[config.mk]
export PLATFORM = sky130hd
export DESIGN_NAME = mem_stage
export DESIGN_NICKNAME = d
export VERILOG_FILES = /design/src/rtl/mem_stage.sv
export SDC_FILE = /design/constraint.sdc
export NUM_CORES = 1
export LEC_CHECK = 0
export ABC_AREA = 1
export CAP_MARGIN = 30
export CELL_PAD_IN_SITES_DETAIL_PLACEMENT = 1
export CELL_PAD_IN_SITES_GLOBAL_PLACEMENT = 2
export CORE_MARGIN = 3
export CORE_UTILIZATION = 19
export DETAILED_ROUTE_END_ITERATION = 12
export GPL_TIMING_DRIVEN = 0
export PLACE_DENSITY_LB_ADDON = 0.1
export SETUP_SLACK_MARGIN = 0.2
export SLEW_MARGIN = 20
export SYNTH_ARGS = -nofsm -noshare
export SYNTH_HDL_FRONTEND = slang
export SYNTH_SLANG_ARGS = --single-unit
[constraint.sdc]
create_clock -name clk -period 5.1 [get_ports clk]
set_clock_uncertainty 0.05 [all_clocks]
set_input_delay 0.765 -clock clk [delete_from_list [all_inputs] [get_ports clk]]
set_output_delay 0.765 -clock clk [all_outputs]
set_load 0.005 [all_outputs]
[src/rtl/mem_stage.sv]
// Memory stage: issues data-memory requests for loads/stores, formats load data,
// and hands results to writeback through a registered output stage.
module mem_stage #(
  parameter int unsigned DATA_WIDTH = 32
) (
  input  logic                  clk,
  input  logic                  rst,
  input  logic                  valid_i,
  input  logic [DATA_WIDTH-1:0] opr_res_i,
  input  logic [DATA_WIDTH-1:0] opr_b_i,
  input  logic [4:0]            rd_i,
  input  logic                  rf_en_i,
  input  logic                  dm_en_i,
  input  logic [1:0]            wb_sel_i,
  input  logic [3:0]            lsuop_i,
  output logic                  stall_o,
  output logic                  dmem_req_o,
  output logic                  dmem_we_o,
  output logic [DATA_WIDTH-1:0] dmem_addr_o,
  output logic [DATA_WIDTH-1:0] dmem_wdata_o,
  output logic [3:0]            dmem_be_o,
  input  logic                  dmem_gnt_i,
  input  logic                  dmem_rvalid_i,
  input  logic [DATA_WIDTH-1:0] dmem_rdata_i,
  output logic                  wb_valid_o,
  output logic [4:0]            rd_o,
  output logic                  rf_en_o,
  output logic [1:0]            wb_sel_o,
  output logic [DATA_WIDTH-1:0] opr_res_o,
  output logic [DATA_WIDTH-1:0] load_data_o,
  output logic                  misalign_o
);

  localparam int unsigned BE_W = DATA_WIDTH / 8;
  localparam logic [1:0]  SZ_BYTE = 2'b00;
  localparam logic [1:0]  SZ_HALF = 2'b01;
  localparam logic [1:0]  SZ_WORD = 2'b10;

  typedef enum logic [1:0] {IDLE, REQ, WAIT} state_t;

  state_t r_state, w_state_next;

  logic                  w_mem, w_store, w_unsigned, w_mis;
  logic [1:0]            w_size, w_off;
  logic                  w_done, w_load_done, w_sign;
  logic [DATA_WIDTH-1:0] w_shift, w_load_data;

  logic                  r_wb_valid, r_rf_en, r_misalign;
  logic [4:0]            r_rd;
  logic [1:0]            r_wb_sel;
  logic [DATA_WIDTH-1:0] r_opr_res, r_load_data;

  assign w_mem      = valid_i & dm_en_i;
  assign w_store    = lsuop_i[3];
  assign w_unsigned = lsuop_i[2];
  assign w_size     = lsuop_i[1:0];
  assign w_off      = opr_res_i[1:0];

  // Size code 11 has no defined width, so it is rejected like a misaligned access.
  always_comb begin
    w_mis = 1'b0;
    case (w_size)
      SZ_BYTE: w_mis = 1'b0;
      SZ_HALF: w_mis = w_off[0];
      SZ_WORD: w_mis = (w_off != 2'b00);
      default: w_mis = 1'b1;
    endcase
  end

  // Request payload is derived straight from the inputs, which upstream holds while stalled.
  always_comb begin
    dmem_be_o    = 4'b0000;
    dmem_wdata_o = opr_b_i;
    case (w_size)
      SZ_BYTE: begin
        dmem_be_o    = 4'(4'b0001 << w_off);
        dmem_wdata_o = {BE_W{opr_b_i[7:0]}};
      end
      SZ_HALF: begin
        dmem_be_o    = 4'(4'b0011 << w_off);
        dmem_wdata_o = {(BE_W/2){opr_b_i[15:0]}};
      end
      SZ_WORD: dmem_be_o = 4'b1111;
      default: dmem_be_o = 4'b0000;
    endcase
  end

  assign dmem_addr_o = {opr_res_i[DATA_WIDTH-1:2], 2'b00};
  assign dmem_we_o   = dmem_req_o & w_store;

  // Load alignment and extension.
  always_comb begin
    w_shift     = dmem_rdata_i >> {w_off, 3'b000};
    w_sign      = 1'b0;
    w_load_data = w_shift;
    case (w_size)
      SZ_BYTE: begin
        w_sign      = ~w_unsigned & w_shift[7];
        w_load_data = {{(DATA_WIDTH-8){w_sign}}, w_shift[7:0]};
      end
      SZ_HALF: begin
        w_sign      = ~w_unsigned & w_shift[15];
        w_load_data = {{(DATA_WIDTH-16){w_sign}}, w_shift[15:0]};
      end
      default: w_load_data = w_shift;
    endcase
  end

  always_ff @(posedge clk or posedge rst) begin
    if (rst) r_state <= IDLE;
    else     r_state <= w_state_next;
  end

  // Next state, request/stall handshake and completion strobes.
  always_comb begin
    w_state_next = r_state;
    dmem_req_o   = 1'b0;
    stall_o      = 1'b0;
    w_done       = 1'b0;
    w_load_done  = 1'b0;
    if (!rst) begin
      case (r_state)
        IDLE: begin
          if (w_mem && w_mis) begin
            w_done = 1'b1;
          end else if (w_mem) begin
            dmem_req_o = 1'b1;
            if (dmem_gnt_i && w_store) begin
              w_done = 1'b1;
            end else if (dmem_gnt_i) begin
              stall_o      = 1'b1;
              w_state_next = WAIT;
            end else begin
              stall_o      = 1'b1;
              w_state_next = REQ;
            end
          end else if (valid_i) begin
            w_done = 1'b1;
          end
        end
        REQ: begin
          dmem_req_o = 1'b1;
          stall_o    = 1'b1;
          if (dmem_gnt_i && w_store) begin
            stall_o      = 1'b0;
            w_done       = 1'b1;
            w_state_next = IDLE;
          end else if (dmem_gnt_i) begin
            w_state_next = WAIT;
          end
        end
        WAIT: begin
          stall_o = 1'b1;
          if (dmem_rvalid_i) begin
            stall_o      = 1'b0;
            w_done       = 1'b1;
            w_load_done  = 1'b1;
            w_state_next = IDLE;
          end
        end
        default: w_state_next = IDLE;
      endcase
    end
  end

  // Writeback register: captured on completion, otherwise held with valid low.
  always_ff @(posedge clk or posedge rst) begin
    if (rst) begin
      r_wb_valid  <= 1'b0;
      r_rd        <= '0;
      r_rf_en     <= 1'b0;
      r_wb_sel    <= '0;
      r_opr_res   <= '0;
      r_load_data <= '0;
      r_misalign  <= 1'b0;
    end else begin
      r_wb_valid <= w_done;
      if (w_done) begin
        r_rd        <= rd_i;
        r_rf_en     <= rf_en_i & ~(w_mem & (w_store | w_mis));
        r_wb_sel    <= wb_sel_i;
        r_opr_res   <= opr_res_i;
        r_load_data <= w_load_done ? w_load_data : '0;
        r_misalign  <= w_mem & w_mis;
      end
    end
  end

  assign wb_valid_o  = r_wb_valid;
  assign rd_o        = r_rd;
  assign rf_en_o     = r_rf_en;
  assign wb_sel_o    = r_wb_sel;
  assign opr_res_o   = r_opr_res;
  assign load_data_o = r_load_data;
  assign misalign_o  = r_misalign;

endmodule

## After elaboration in Yosys (flattened, before gate mapping)

Cells that the tools add are included.
W data, S select, Z words.

- ROM bits: 0
- Output and inout bits: 145
- Logic and storage cells: 69
- Register bits after elaboration: 76
- Memories: 0
- Memory bits (writable): 0
- Bits in latches: 0

- Div/mod/pow operators: 0
- Shift operators: 3
- Equal/unequal tests: 9
- $mul: 0
- Muxes and demuxes: 32
- Bitwise operators: 11
- $lt $le $gt $ge: 0
- Add/subtract/negate cells: 0
- Reductions and logical operators: 6

Operators by type and width:

| operator | count |
|---|---|
| $pmux W32 S2 | 2 |
| $mux W32 | 1 |
| $shr A32 B5 Y32 | 1 |
| $mux W1 | 16 |
| $mux W2 | 7 |
| $pmux W4 S3 | 1 |
| $pmux W1 S3 | 3 |
| $ne A2 B2 Y1 const B | 4 |
| $and A1 B1 Y1 | 7 |
| $pmux W2 S3 | 1 |
| $reduce_and A6 Y1 | 1 |
| $eq A2 B1 Y1 const B | 2 |
| $eq A2 B2 Y1 const B | 2 |
| $logic_not A2 Y1 | 2 |
| $shl A1 B2 Y4 const A | 1 |
| $shl A2 B2 Y4 const A | 1 |
| $ne A3 B3 Y1 const B | 1 |
| $not A1 Y1 | 3 |
| $logic_and A1 B1 Y1 | 2 |
| $pmux W1 S2 | 1 |
| $reduce_bool A2 Y1 | 1 |
| $or A1 B1 Y1 | 1 |

## Logic depth before layout (Yosys ltp)

- Word-level depth: 7
- Gate-level depth with buffers: 11
- Gate-level depth less buffers: 9

## Worst setup path before layout

No wires, ideal clock.

- Kind: input-to-reg
- From: input port rst
- To: register r_misalign (netlist: misalign_o)
- Stages on the path: 4
- Buffers on the path: 1
- Data required time: 4.972 ns
- Data arrival time: 3.579 ns
- Slack: 1.393 ns
- Path through: clkinv_1 -> clkbuf_1 -> nand3_1 -> nand2_1

- Word-level cells in the longest chain between the ends: 1

RTL lines:

| item | RTL line | text |
|---|---|---|
| from (decl) | 7 | `input logic rst,` |
| $mux W1 | 121 | `if (!rst) begin` |
| to (signal assigned) | 184 | `r_misalign <= w_mem & w_mis;` |
| to (decl) | 48 | `logic r_wb_valid, r_rf_en, r_misalign;` |

No other way between the ends.
A chain may end at the register's enable or synchronous reset.

## Final worst setup path

- From: input port opr_res_i[1]
- To: output port dmem_be_o[3]

- Word-level cells in the longest chain between the ends: 2
- Elaborated cells on any way between the ends: 3
- Those cells by class: shift: 2; mux: 1

RTL lines:

| item | RTL line | text |
|---|---|---|
| from (decl) | 9 | `input logic [DATA_WIDTH-1:0] opr_res_i,` |
| $shl A2 B2 Y4 or $shl A1 B2 Y4 (tied branches) | 80, 76 |  |
| $pmux W4 S3 * | 74 | `case (w_size)` |
| to (decl) | 21 | `output logic [3:0] dmem_be_o,` |

Mark *: on every way between the ends. The rest lies on a longest branch, timed or not.

==> impl_metrics.env <==
export IMPL_outcome="finished clean"
export IMPL_clk_pin_slew_worst_paths_ns=0.05
export IMPL_vdd_drop_max_uv=138
export IMPL_gp_congestion=0.821
export IMPL_period_share_pct=75.2
export IMPL_switchingPower_uw=704
export IMPL_postCtsHoldBufs=0
export IMPL_finalWorstSetupSlack_ns=1.26
export IMPL_setup_viol=0
export IMPL_post_place_ws_ns=1.26
export IMPL_portBuffers=255
export IMPL_vias_per_cell=4.12
export IMPL_dieArea_um2=26100
export IMPL_ys_types=29
export IMPL_routed_wl_mm=20.0
export IMPL_end_kind="primary output"
export IMPL_cap_violations=0
export IMPL_grt_ovfl_total=0
export IMPL_cts_tree="built"
export IMPL_worstMarginPinSlew_ns=0.642
export IMPL_synth_warnings=0
export IMPL_power_density_nw_per_um2=300
export IMPL_clockPowerShare_pct=29.1
export IMPL_clock_sinks=76
export IMPL_slew_viol_final=0
export IMPL_num_rows=56
export IMPL_internal_power_mw=1.67
export IMPL_io_pins=259
export IMPL_synth_area_um2=4590
export IMPL_clockBufferDepth=2
export IMPL_die_h_um=161
export IMPL_yosys_top_cells_area="dfrtp_1, nand2_1, buf_4"
export IMPL_worstPathMaxFanout=10
export IMPL_arrival_ns=3.02
export IMPL_comb_power_share_pct=36.3
export IMPL_post_route_drc_count=0
export IMPL_wl_per_cell_um=16.0
export IMPL_grt_total_usage_pct=15.4
export IMPL_ys_async_sr_fraction_pct=100
export IMPL_avgSynthCellArea_um2=6.99
export IMPL_slew_headroom_pct=57.2
export IMPL_synth_common_cells="nand2_1, dfrtp_1, nand3_1"
export IMPL_required_ns=4.28
export IMPL_seq_power_share_pct=34.6
export IMPL_cts_setup_buffers=0
export IMPL_post_synth_top_area_fraction_pct=41.4
export IMPL_synth_largest_area_cell="dfrtp_1"
export IMPL_multi_input_area_um2=2040
export IMPL_htree_levels=3
export IMPL_grt_pass1_vias=5709
export IMPL_drt_first_pass_iters=4
export IMPL_dr_first_iter_drc_count=142
export IMPL_nFillCells=2895
export IMPL_switching_share_pct=29.7
export IMPL_start_kind="primary input"
export IMPL_synth_most_common_cell="nand2_1"
export IMPL_root_buffer="clkbuf_16"
export IMPL_leakage_nw=3.84
export IMPL_critPathKind="in2out"
export IMPL_ys_ff_latch=76
export IMPL_ys_flop_type="dfrtp_1"
export IMPL_finalNetCount=1039
export IMPL_min_path_type="reg2reg"
export IMPL_hold_viol=0
export IMPL_cts_made_buffers=9
export IMPL_fp_dieW_um=161
export IMPL_vias=5148
export IMPL_antenna_left=0
export IMPL_antenna_cells=0
export IMPL_coreArea_um2=23600
export IMPL_rsz0062_at_grt="false"
export IMPL_insertion_delay_ns=0.34
export IMPL_synth_edf_count=0
export IMPL_ys_seq_area_share_pct=41.4
export IMPL_layout_drive_gt1_share_pct=9.46
export IMPL_utilization_pct=33.4
export IMPL_dpl_hpwl_mm=16.6
export IMPL_period_needed_ns=3.84
export IMPL_grt_pass1_wl_mm=31.8
export IMPL_grt_antenna_before_repair=0
export IMPL_syn_to_final_growth_pct=72.0
export IMPL_initial_core_util_pct=19.4
export IMPL_fmax_ghz=0.261
export IMPL_regArea_um2=1900
export IMPL_grt_max_degree=54
export IMPL_syn_inst=657
export IMPL_cts_resized=0
## critical path: stages
cell and delay [ns]:
clkdlybuf4s50_1 0.50, clkbuf_1 0.35, clkbuf_1 0.46, nand2_1 0.15, o21ai_0 0.22, clkdlybuf4s50_1 0.58
## worst paths after layout
path | from | endpoint | slack, ns | cells past startpoint
worst max-delay path | opr_res_i[1] | dmem_be_o[3] | 1.26 | 6
worst min-delay path | opr_res_o[22] | opr_res_o[22] | 0.42 | 2
worst max register to register | r_state[0] | load_data_o[16] | 3.29 | 7
worst min register to register | opr_res_o[22] | opr_res_o[22] | 0.42 | 2
max in group asynchronous | rst | opr_res_o[28] | 3.15 | 4
min in group asynchronous | rst | r_state[0] | 1.19 | 3
## power groups by stage
stage | logic [mW] | clock network (mW) | registers, mW
2_1_floorplan | 0.292 | 0 | 0.836
3_3_place_gp | 0.868 | 0 | 0.827
3_5_place_dp | 0.879 | 0 | 0.834
4_1_cts | 0.883 | 0.722 | 0.824
5_1_grt | 0.949 | 0.748 | 0.842
6_report | 0.860 | 0.690 | 0.822
## cell usage in the layout, fill, tap and decap left out, drive strengths merged
master and n:
clkinv 4, o211ai 17, nor2 16, nor3 1
buf 63, o22ai 1, nand3 58, o31ai 1
a21oi 17, clkdlybuf4s50 255, clkbuf 24, inv 33
conb 2, o21bai 1, clkinvlp 2, dfrtp 76
o21a 2, and2 1, bufinv 2, nand3b 1
nand2 323, o21ai 30
## routing by layer
metal  up-vias  part of all wire, %  GRT usage [%]  wire length (um)
met3        11                  7.7           4.80              1530
met4         0                  1.2           3.95               233
met5         -                    0              0                 0
met1      2383                   44           19.0              8750
li1       2565                    -              -                 -
met2       189                   47           26.3              9470
## cell type report
type,count,area share (%)
clock buffer,10,2.90
multi-input combinational,471,25.9
tap,319,5.06
sequential,76,24.1
timing repair buffer,256,32.7
buffer,76,6.59
clock inverter,6,1.13
inverter,35,1.66
## stage by stage
step | area [um2] | TNS (ns) | std cells | power (mW) | hold WS, ns
floorplan | 4590 | 0 | 658 | 1.13 | 0.415
global placement | 7550 | -99.30 | 1232 | 1.69 | 0.405
detailed placement | 7580 | 0 | 1233 | 1.71 | 0.411
CTS | 7900 | 0 | 1249 | 2.43 | 0.426
global route | 7900 | 0 | 1249 | 2.54 | 0.444
finish | 7900 | 0 | 1249 | 2.37 | 0.422
## state kept, by name, indices dropped and copies added (netlist names)
name and flops:
load_data_o 32, misalign_o 1, opr_res_o 32, r_state 2, rd_o 5, rf_en_o 1
wb_sel_o 2, wb_valid_o 1
## logic make-up after synthesis
group	after synthesis	share of synthesized area, %
other	1	0.0817
AOI/OAI and AO/OA	69	8.69
and+or+nand+nor	400	35.7
DFF	76	41.4
buffers and inverters	111	14.1
No activity file was read; power rests on OpenSTA's default activity.
